File: config.mk
export PLATFORM = sky130hd
export DESIGN_NAME = multiport_register_file
export DESIGN_NICKNAME = d
export VERILOG_FILES = /design/src/rtl/regfile_pkg.sv /design/src/rtl/regfile_read_port.sv /design/src/rtl/multiport_register_file.sv
export SDC_FILE = /design/constraint.sdc
export NUM_CORES = 2
export LEC_CHECK = 0
export ABC_CLOCK_PERIOD_IN_PS = 9500
export BUFFER_PORTS_ARGS = -buffer_cell sky130_fd_sc_hd__clkbuf_2
export CAP_MARGIN = 25
export CORE_MARGIN = 10
export CORE_UTILIZATION = 25
export CTS_CLUSTER_DIAMETER = 150
export CTS_CLUSTER_SIZE = 16
export DETAILED_ROUTE_END_ITERATION = 12
export PLACE_DENSITY = 0.37
export SYNTH_ARGS = -nofsm -noshare
export SYNTH_HDL_FRONTEND = slang
export SYNTH_SLANG_ARGS = --single-unit
File: constraint.sdc
create_clock -name clock -period 9.5 [get_ports clock]
set_input_delay 0.95 -clock clock [delete_from_list [all_inputs] [get_ports clock]]
set_output_delay 0.95 -clock clock [all_outputs]
set_load 0.05 [all_outputs]
File: src/rtl/regfile_pkg.sv
// Shared types and defaults for the multiport register file.
// Latency: n/a (types, constants and a pure function only).
// Backpressure: n/a.
package regfile_pkg;

  localparam int RF_DATA_WIDTH = 32;
  localparam int RF_DEPTH      = 32;
  localparam int RF_READ_PORTS = 2;

  typedef enum logic {RF_INIT, RF_RUN} rf_state_t;

  // Source of the next value captured by a read port.
  typedef enum logic [1:0] {
    RF_SEL_ZERO,
    RF_SEL_ENTRY,
    RF_SEL_W0,
    RF_SEL_W1
  } rf_sel_t;

  // Entry 0 reads as zero regardless of any write to it. Otherwise a
  // same-cycle write to the read address is forwarded, with port 1 taking
  // priority over port 0 to match the storage update order.
  function automatic rf_sel_t rf_bypass_select(input logic addr_is_zero,
                                               input logic hit_0,
                                               input logic hit_1);
    rf_sel_t sel;
    if (addr_is_zero) sel = RF_SEL_ZERO;
    else if (hit_1)   sel = RF_SEL_W1;
    else if (hit_0)   sel = RF_SEL_W0;
    else              sel = RF_SEL_ENTRY;
    return sel;
  endfunction

endpackage

File: src/rtl/regfile_read_port.sv
// One registered read port with write-to-read bypass and zero entry 0.
// Latency: 1 cycle from read_address to data_out.
// Backpressure: none; data_out is held at 0 while run is low.
//
// Ports:
//   clock, reset              clock and synchronous active-high reset
//   run                       1 once the file is initialised; 0 forces data_out to 0
//   read_address, entry_data  address and the raw storage word at that address
//   write_*_0 / write_*_1     same-cycle write ports, used for bypass
//   data_out                  registered read data
module regfile_read_port
  import regfile_pkg::*;
#(
  parameter int DATA_WIDTH = RF_DATA_WIDTH,
  parameter int ADDR_WIDTH = $clog2(RF_DEPTH)
) (
  input  logic                  clock,
  input  logic                  reset,
  input  logic                  run,
  input  logic [ADDR_WIDTH-1:0] read_address,
  input  logic [DATA_WIDTH-1:0] entry_data,
  input  logic                  write_enable_0,
  input  logic [ADDR_WIDTH-1:0] write_address_0,
  input  logic [DATA_WIDTH-1:0] write_data_0,
  input  logic                  write_enable_1,
  input  logic [ADDR_WIDTH-1:0] write_address_1,
  input  logic [DATA_WIDTH-1:0] write_data_1,
  output logic [DATA_WIDTH-1:0] data_out
);

  logic                  addr_is_zero;
  logic                  hit_0;
  logic                  hit_1;
  rf_sel_t               sel;
  logic [DATA_WIDTH-1:0] next_data;

  // A hit on address 0 is harmless: the zero check outranks both hits.
  assign addr_is_zero = (read_address == '0);
  assign hit_0        = write_enable_0 && (write_address_0 == read_address);
  assign hit_1        = write_enable_1 && (write_address_1 == read_address);

  always_comb begin
    next_data = '0;
    sel       = rf_bypass_select(addr_is_zero, hit_0, hit_1);
    case (sel)
      RF_SEL_W1:    next_data = write_data_1;
      RF_SEL_W0:    next_data = write_data_0;
      RF_SEL_ENTRY: next_data = entry_data;
      default:      next_data = '0;
    endcase
  end

  always_ff @(posedge clock) begin
    if (reset || !run) data_out <= '0;
    else               data_out <= next_data;
  end

endmodule

File: src/rtl/multiport_register_file.sv
// Register file, READ_PORTS registered read ports, two write ports, self-initialising.
// Latency: 1 cycle read; usable DEPTH cycles after reset deasserts (ready=1).
// Backpressure: none; writes are ignored and reads return 0 until ready.
//
// Ports: clock/reset (sync, active-high); ready; read_address/data_out packed per port;
//   write_enable_k/write_address_k/write_data_in_k for k=0,1; write_collision pulse.
// Optional REGFILE_DEBUG_PORT_EN adds read_address_debug/data_out_debug, an extra read port.
module multiport_register_file
  import regfile_pkg::*;
#(
  parameter int DATA_WIDTH = RF_DATA_WIDTH,
  parameter int DEPTH      = RF_DEPTH,
  parameter int READ_PORTS = RF_READ_PORTS
) (
  input  logic                               clock,
  input  logic                               reset,
  output logic                               ready,
  input  logic [READ_PORTS*$clog2(DEPTH)-1:0] read_address,
  output logic [READ_PORTS*DATA_WIDTH-1:0]   data_out,
  input  logic                               write_enable_0,
  input  logic [$clog2(DEPTH)-1:0]           write_address_0,
  input  logic [DATA_WIDTH-1:0]              write_data_in_0,
  input  logic                               write_enable_1,
  input  logic [$clog2(DEPTH)-1:0]           write_address_1,
  input  logic [DATA_WIDTH-1:0]              write_data_in_1,
`ifdef REGFILE_DEBUG_PORT_EN
  input  logic [$clog2(DEPTH)-1:0]           read_address_debug,
  output logic [DATA_WIDTH-1:0]              data_out_debug,
`endif
  output logic                               write_collision
);

  localparam int ADDR_WIDTH = $clog2(DEPTH);

  logic [DATA_WIDTH-1:0] registers [DEPTH];
  rf_state_t             state;
  rf_state_t             state_next;
  logic [ADDR_WIDTH-1:0] init_idx;
  logic                  init_last;
  logic                  run;
  logic                  wr_0;
  logic                  wr_1;

  assign run       = (state == RF_RUN);
  assign init_last = (init_idx == ADDR_WIDTH'(DEPTH - 1));
  // Writes to address 0 never reach storage, and never count for bypass.
  assign wr_0      = run && write_enable_0 && (write_address_0 != '0);
  assign wr_1      = run && write_enable_1 && (write_address_1 != '0);

  always_comb begin
    state_next = state;
    if (state == RF_INIT && init_last) state_next = RF_RUN;
  end

  always_ff @(posedge clock) begin
    if (reset) begin
      state           <= RF_INIT;
      init_idx        <= '0;
      ready           <= 1'b0;
      write_collision <= 1'b0;
    end else begin
      state           <= state_next;
      if (state == RF_INIT) init_idx <= init_idx + 1'b1;
      if (state == RF_INIT && init_last) ready <= 1'b1;
      write_collision <= wr_0 && wr_1 && (write_address_0 == write_address_1);
    end
  end

  // Storage has no reset; the INIT sweep loads it. Port 1 is assigned last
  // so it wins a same-address write.
  always_ff @(posedge clock) begin
    if (!reset) begin
      if (state == RF_INIT) begin
        registers[init_idx] <= DATA_WIDTH'(init_idx);
      end else begin
        if (wr_0) registers[write_address_0] <= write_data_in_0;
        if (wr_1) registers[write_address_1] <= write_data_in_1;
      end
    end
  end

  for (genvar p = 0; p < READ_PORTS; p++) begin : g_read
    logic [ADDR_WIDTH-1:0] addr;
    assign addr = read_address[p*ADDR_WIDTH +: ADDR_WIDTH];

    regfile_read_port #(
      .DATA_WIDTH(DATA_WIDTH),
      .ADDR_WIDTH(ADDR_WIDTH)
    ) u_port (
      .clock          (clock),
      .reset          (reset),
      .run            (run),
      .read_address   (addr),
      .entry_data     (registers[addr]),
      .write_enable_0 (wr_0),
      .write_address_0(write_address_0),
      .write_data_0   (write_data_in_0),
      .write_enable_1 (wr_1),
      .write_address_1(write_address_1),
      .write_data_1   (write_data_in_1),
      .data_out       (data_out[p*DATA_WIDTH +: DATA_WIDTH])
    );
  end

`ifdef REGFILE_DEBUG_PORT_EN
  regfile_read_port #(
    .DATA_WIDTH(DATA_WIDTH),
    .ADDR_WIDTH(ADDR_WIDTH)
  ) u_debug_port (
    .clock          (clock),
    .reset          (reset),
    .run            (run),
    .read_address   (read_address_debug),
    .entry_data     (registers[read_address_debug]),
    .write_enable_0 (wr_0),
    .write_address_0(write_address_0),
    .write_data_0   (write_data_in_0),
    .write_enable_1 (wr_1),
    .write_address_1(write_address_1),
    .write_data_1   (write_data_in_1),
    .data_out       (data_out_debug)
  );
`endif

endmodule
### Yosys cells after proc, flatten, opt, wreduce, memory -nomap -nowiden

Memories as Yosys holds them, arrays and structs flattened.
Cells that the tools add are included.
W data, S select, Z words.

| operators by class | value |
|---|---|
| $add $sub $neg | 1 |
| equality and inequality tests | 12 |
| mux-type cells | 22 |
| bitwise gates (word level) | 1 |
| reduce and logical (&&, ||, !) cells | 18 |

Operator list:

| operator | count |
|---|---|
| $pmux W32 S3 | 2 |
| $mux W32 | 1 |
| $reduce_or A32 Y1 | 1 |
| $eq A5 B5 Y1 | 5 |
| $mux W1 | 12 |
| $mux W2 | 6 |
| $logic_and A1 B1 Y1 | 11 |
| $logic_not A5 Y1 | 2 |
| $reduce_bool A5 Y1 | 2 |
| $eq A2 B2 Y1 const B | 4 |
| $add A5 B1 Y5 const B | 1 |
| $eq A5 B5 Y1 const B | 1 |
| $mux W5 | 1 |
| $eq A2 B1 Y1 const B | 2 |
| $logic_not A1 Y1 | 1 |
| $logic_or A1 B1 Y1 | 1 |
| $not A1 Y1 | 1 |

| storage, ports and cells | value |
|---|---|
| register bits | 71 |
| memory bits (writable) | 1024 |
| output and inout port bits | 66 |
| memories | 1 |

Memories:

| name | depth | width | read ports | clocked after memory_dff | wr ports | line | RTL |
|---|---|---|---|---|---|---|---|
| registers | 32 | 32 | 2 | 0 | 2 | multiport_register_file.sv:35 | `logic [DATA_WIDTH-1:0] registers [DEPTH];` |

### Depth between registers and ports, before layout

| depth | value |
|---|---|
| word-level depth | 8 |
| mapped depth | 10 |
| mapped depth without buffers | 5 |

### Cells and area by module

From an unflattened synthesis, not the netlist that was laid out.

| unflattened totals | value |
|---|---|
| cells, all modules | 5378 |
| area, all modules | 66288.6 sq um |

By module, submodules not included:

| module | times used | cells an instance | area each (sq um) |
|---|---|---|---|
| multiport_register_file | 1 | 4852 | 62019.5 |
| regfile_read_port | 2 | 263 | 2134.5 |

### Worst setup path after synthesis

OpenSTA, ideal clock, no wires.

| timing | value |
|---|---|
| kind | input to register |
| start | input port write_address_0[0] |
| end | memory registers[10][0] (netlist name), enable pin |
| library setup time | 0.466 ns |
| arrival time | 4.872 ns |
| required time | 9.034 ns |
| slack | 4.162 ns |
| stages on the path | 9 |
| buffers on the path | 4 |
| cells stage by stage | buf_4 > or4_4 > o2111a_1 > buf_2 > buf_6 > buf_6 > mux2i_4 > nand2_1 > o21ai_0 |

RTL lines:

| what | line | RTL |
|---|---|---|
| start, declared | multiport_register_file.sv:21 | `input logic [$clog2(DEPTH)-1:0] write_address_0,` |
| end, declared | multiport_register_file.sv:35 |  |

### Final worst setup path

| timing | value |
|---|---|
| start | input port read_address[1] |
| end | register g_read[0].u_port.data_out[16] |

| on the way | value |
|---|---|
| longest elaborated chain between the ends | 7 |
| elaborated cells on any way between the ends | 13 |

Ends and longest elaborated chain:

| what | line | RTL |
|---|---|---|
| start, declared | multiport_register_file.sv:18 | `input logic [READ_PORTS*$clog2(DEPTH)-1:0] read_address,` |
| $eq A5 B5 Y1 | regfile_read_port.sv:39 | `assign hit_0 = write_enable_0 && (write_address_0 == read_address);` |
| $logic_and A1 B1 Y1 | regfile_read_port.sv:39 |  |
| $mux W2 | regfile_pkg.sv:29 | `else if (hit_0) sel = RF_SEL_W0;` |
| $mux W2 | regfile_pkg.sv:28 | `else if (hit_1) sel = RF_SEL_W1;` |
| $mux W2 | regfile_pkg.sv:27 | `if (addr_is_zero) sel = RF_SEL_ZERO;` |
| $eq A2 B1 Y1 / $eq A2 B2 Y1 (equally long branches) | regfile_read_port.sv:45 | `case (sel)` |
| $pmux W32 S3 * | regfile_read_port.sv:45 |  |
| end signal, assigned | regfile_read_port.sv:55 | `else data_out <= next_data;` |
| end, declared | regfile_read_port.sv:28 | `output logic [DATA_WIDTH-1:0] data_out` |

Mark *: on every way between the ends. The rest lies on a longest branch, timed or not.
A chain may end at the register's enable or synchronous reset.

==> impl_results.md <==
- Status: finished, final reports clean
- Post-synth top flop: edfxtp_1
- Buffers added on ports: 153
- Design area: 0.0686 mm^2
- CP endpoint: g_read[0].u_port.data_out[16]
- Max-slew violations: 0
- Hold Vio Cnt, Final: 0
- Core area: 0.246 mm^2
- Total clock sinks: 1095
- Postcts setup bufs: 0
- Startpoint Class: input port
- Cell Area, Synth: 0.0618 mm^2
- Number of CTS-inserted buffers: 78
- Router iterations before antenna repair: 6
- Max Freq: 216 MHz
- EDFF count, synth: 1024
- Num rows: 182
- Tcrit/Tclk final: 0.488
- Yosys top cell by area: edfxtp_1
- Yosys warns: 0
- Hold WC Path Type: reg -> reg
- Worst EP arrival: 5210 ps
- Slew headroom: 0.255
- Power Dens Cells: 140 mW/mm^2
- Sequential share of the synthesized area: 0.521
- Max Cap Violations: 0
- Top cells by area, synth: edfxtp_1, mux4_2, o21ai_0
- LEAKAGE: 19.9 nW
- Post-DP Area: 0.0661 mm^2
- Final core utilization: 0.279
- Mapped Nets: 5057
- Die Y: 517 um
- DP HPWL: 164000 um
- P_int: 0.00715 W
- Post-synth top cells: edfxtp_1, nand2_1, o21ai_0
- RSZ-0062 raised after global routing: false
- Setup TNS: 0 ps
- Mapped Cells: 4967
- Most used cell, CP: buf_4
- Die Footprint: 0.267 mm^2
- Slew @ Worst Pin: 1120 ps
- Largest net degree at the start of global routing: 81
- CP Launch Point: read_address[1]
- Global-route wire length before repair: 382000 um
- ANT nets after route: 0
- R2R cell count: 6
- Crit end category: register
- Most frequent cell after synthesis: edfxtp_1
- Placed Cells: 7863
- Tot Pwr: 0.00962 W
- CTS-repair resized insts: 0
- CP Buf/Inv Count: 4
- Minimum clock period: 4640 ps
- Die width: 517 um
- DR vias/cell: 5.36
- Clock root cell: clkbuf_16
- Sequence of cells on the critical path: buf_8 -> buf_4 -> xnor2_1 -> nand3_2 -> nor3_2 -> buf_4 -> nand3b_1 -> buf_4 -> o22ai_1
- Sw Ratio: 0.256
- NetSw: 0.00246 W
- Worst r2r src: run
- CTS clk-pin slew, worst paths: 80 ps
- Worst Path Required: 10070 ps
- Fin nets: 4819
- Layout cell share with drive strength beyond 1: 0.233
- Final GP Congestion: 0.843
- Final clock skew: 37.7 ps
- Yosys top cell area share: 0.498
- Asr flop ratio synth: 0
- Wire per inst: 35.3 um
- Initial antenna violation count: 19
- H-tree depth: 3
- Setup Crit Path Kind: in -> reg
- Synthesized flop and latch total: 1095
- Sequential share of power: 0.546
- CP max-delay cell: nand3_2
- Total track usage: 0.206
- VDD IR-drop max: 0.141 mV
- Detailed-route DRC error count: 0
- Area growth syn-to-layout: 11.1%
- Grt total ovfl: 0
- Comb pwr share: 0.088
- Syn Area/Cell: 12.4 um^2
- Drt total wl: 283000 um
- Final std cells w/o fill: 8021
- Initial Util: 0.251
- Distinct cells, synth: 56
- CTS tree: built
- Vias in the first global route: 41834
- Worst reg2reg setup slack: 5180 ps
- CTS Buffer Depth: 3
- Final setup viols: 0
- Worst-Skew Late Latency: 730 ps
- Via count: 43028
- Clk pwr share: 0.366
- CP delay by family, top: buffers and inverters
- Reg2reg end: registers[3][6]
- Number of hold buffers added after CTS: 0
- Ports: 154
- Initial DRC count: 4854
- CP Depth: 9
- Largest stage delay, worst path: 760 ps
- Worst Path Max Fanout: 80
==> layout by cell type (no fill, tap or decap), drive strengths merged, types with 10 or more instances in the layout <==
cell type	count
a21oi	157
buf	154
clkbuf	285
dfxtp	71
edfxtp	1024
inv	100
mux2i	82
mux4	632
nand2	904
nand4	39
nor2	191
nor3	12
nor4	38
o21ai	869
o221ai	27
o22ai	32
o2bb2a	32
o31ai	32
xnor2	17
xor2	10
==> metrics by stage <==
| stage | worst slack [ps] | hold WS (ps) |
|---|---|---|
| after floorplan | 4160 | 512 |
| after global placement | 4180 | 572 |
| after detailed placement | 4180 | 570 |
| after CTS | 4950 | 586 |
| after global routing | 4830 | 636 |
| final | 4860 | 590 |
==> metal layers <==
layer | GRT usage | wire (um)
met1 | 0.258 | 112000
met2 | 0.359 | 143000
met3 | 0.0254 | 15700
met4 | 0.0853 | 12900
met5 | 0 | 13
==> flip-flops by register name, summed over array words and instances, names as in the netlist <==
register,count
g_read.u_port.data_out,64
run,1
registers,1024
write_collision,1
init_idx,5
==> kinds of logic after synthesis <==
logic type,Yosys count,synth area share
AND/OR/NAND/NOR,1236,0.0814
AO/OA/AOI/OAI,1175,0.103
XOR/XNOR,27,0.00383
buffers and inverters,715,0.0455
adder cells (fa/ha/maj),2,0.000405
flip-flops,1095,0.521
multiplexers,717,0.245
==> worst min-delay path by stage <==
stage	start	end	slack, ps	cells after the start
finish	init_idx[0]	init_idx[0]	590	2
global route	init_idx[0]	init_idx[0]	640	2
CTS	init_idx[0]	init_idx[0]	590	2
detailed placement	init_idx[0]	init_idx[0]	570	2
global placement	init_idx[0]	init_idx[0]	570	2
floorplan	init_idx[0]	init_idx[0]	510	2
==> worst register-to-register path, stage by stage, from the launching register on <==
cell	delay [ps]
dfxtp_1	760
o2111a_4	410
buf_4	720
mux2i_4	420
nand2_2	200
o21ai_4	740
buf_4	670
==> cell type report <==
type / instances / area (um^2)
Antenna cell: 8 / 20.0
Clock buffer: 140 / 2250
Clock inverter: 4 / 52.6
Fill cell: 24858 / 177000
Inverter: 98 / 373
Multi-Input combinational cell: 3157 / 27400
Sequential cell: 1095 / 32200
Tap cell: 3220 / 4030
Timing Repair Buffer: 299 / 2290
==> power by group through the flow <==
stage                     logic [W]  clock network, W  registers [W]
final                      0.000851           0.00352        0.00525
after CTS                  0.000855           0.00361        0.00525
after detailed placement   0.000854                 0        0.00536
after global routing       0.000885           0.00374        0.00525
after floorplan            0.000519                 0        0.00535
after global placement     0.000853                 0        0.00536
No activity file was read; power rests on OpenSTA's default activity.
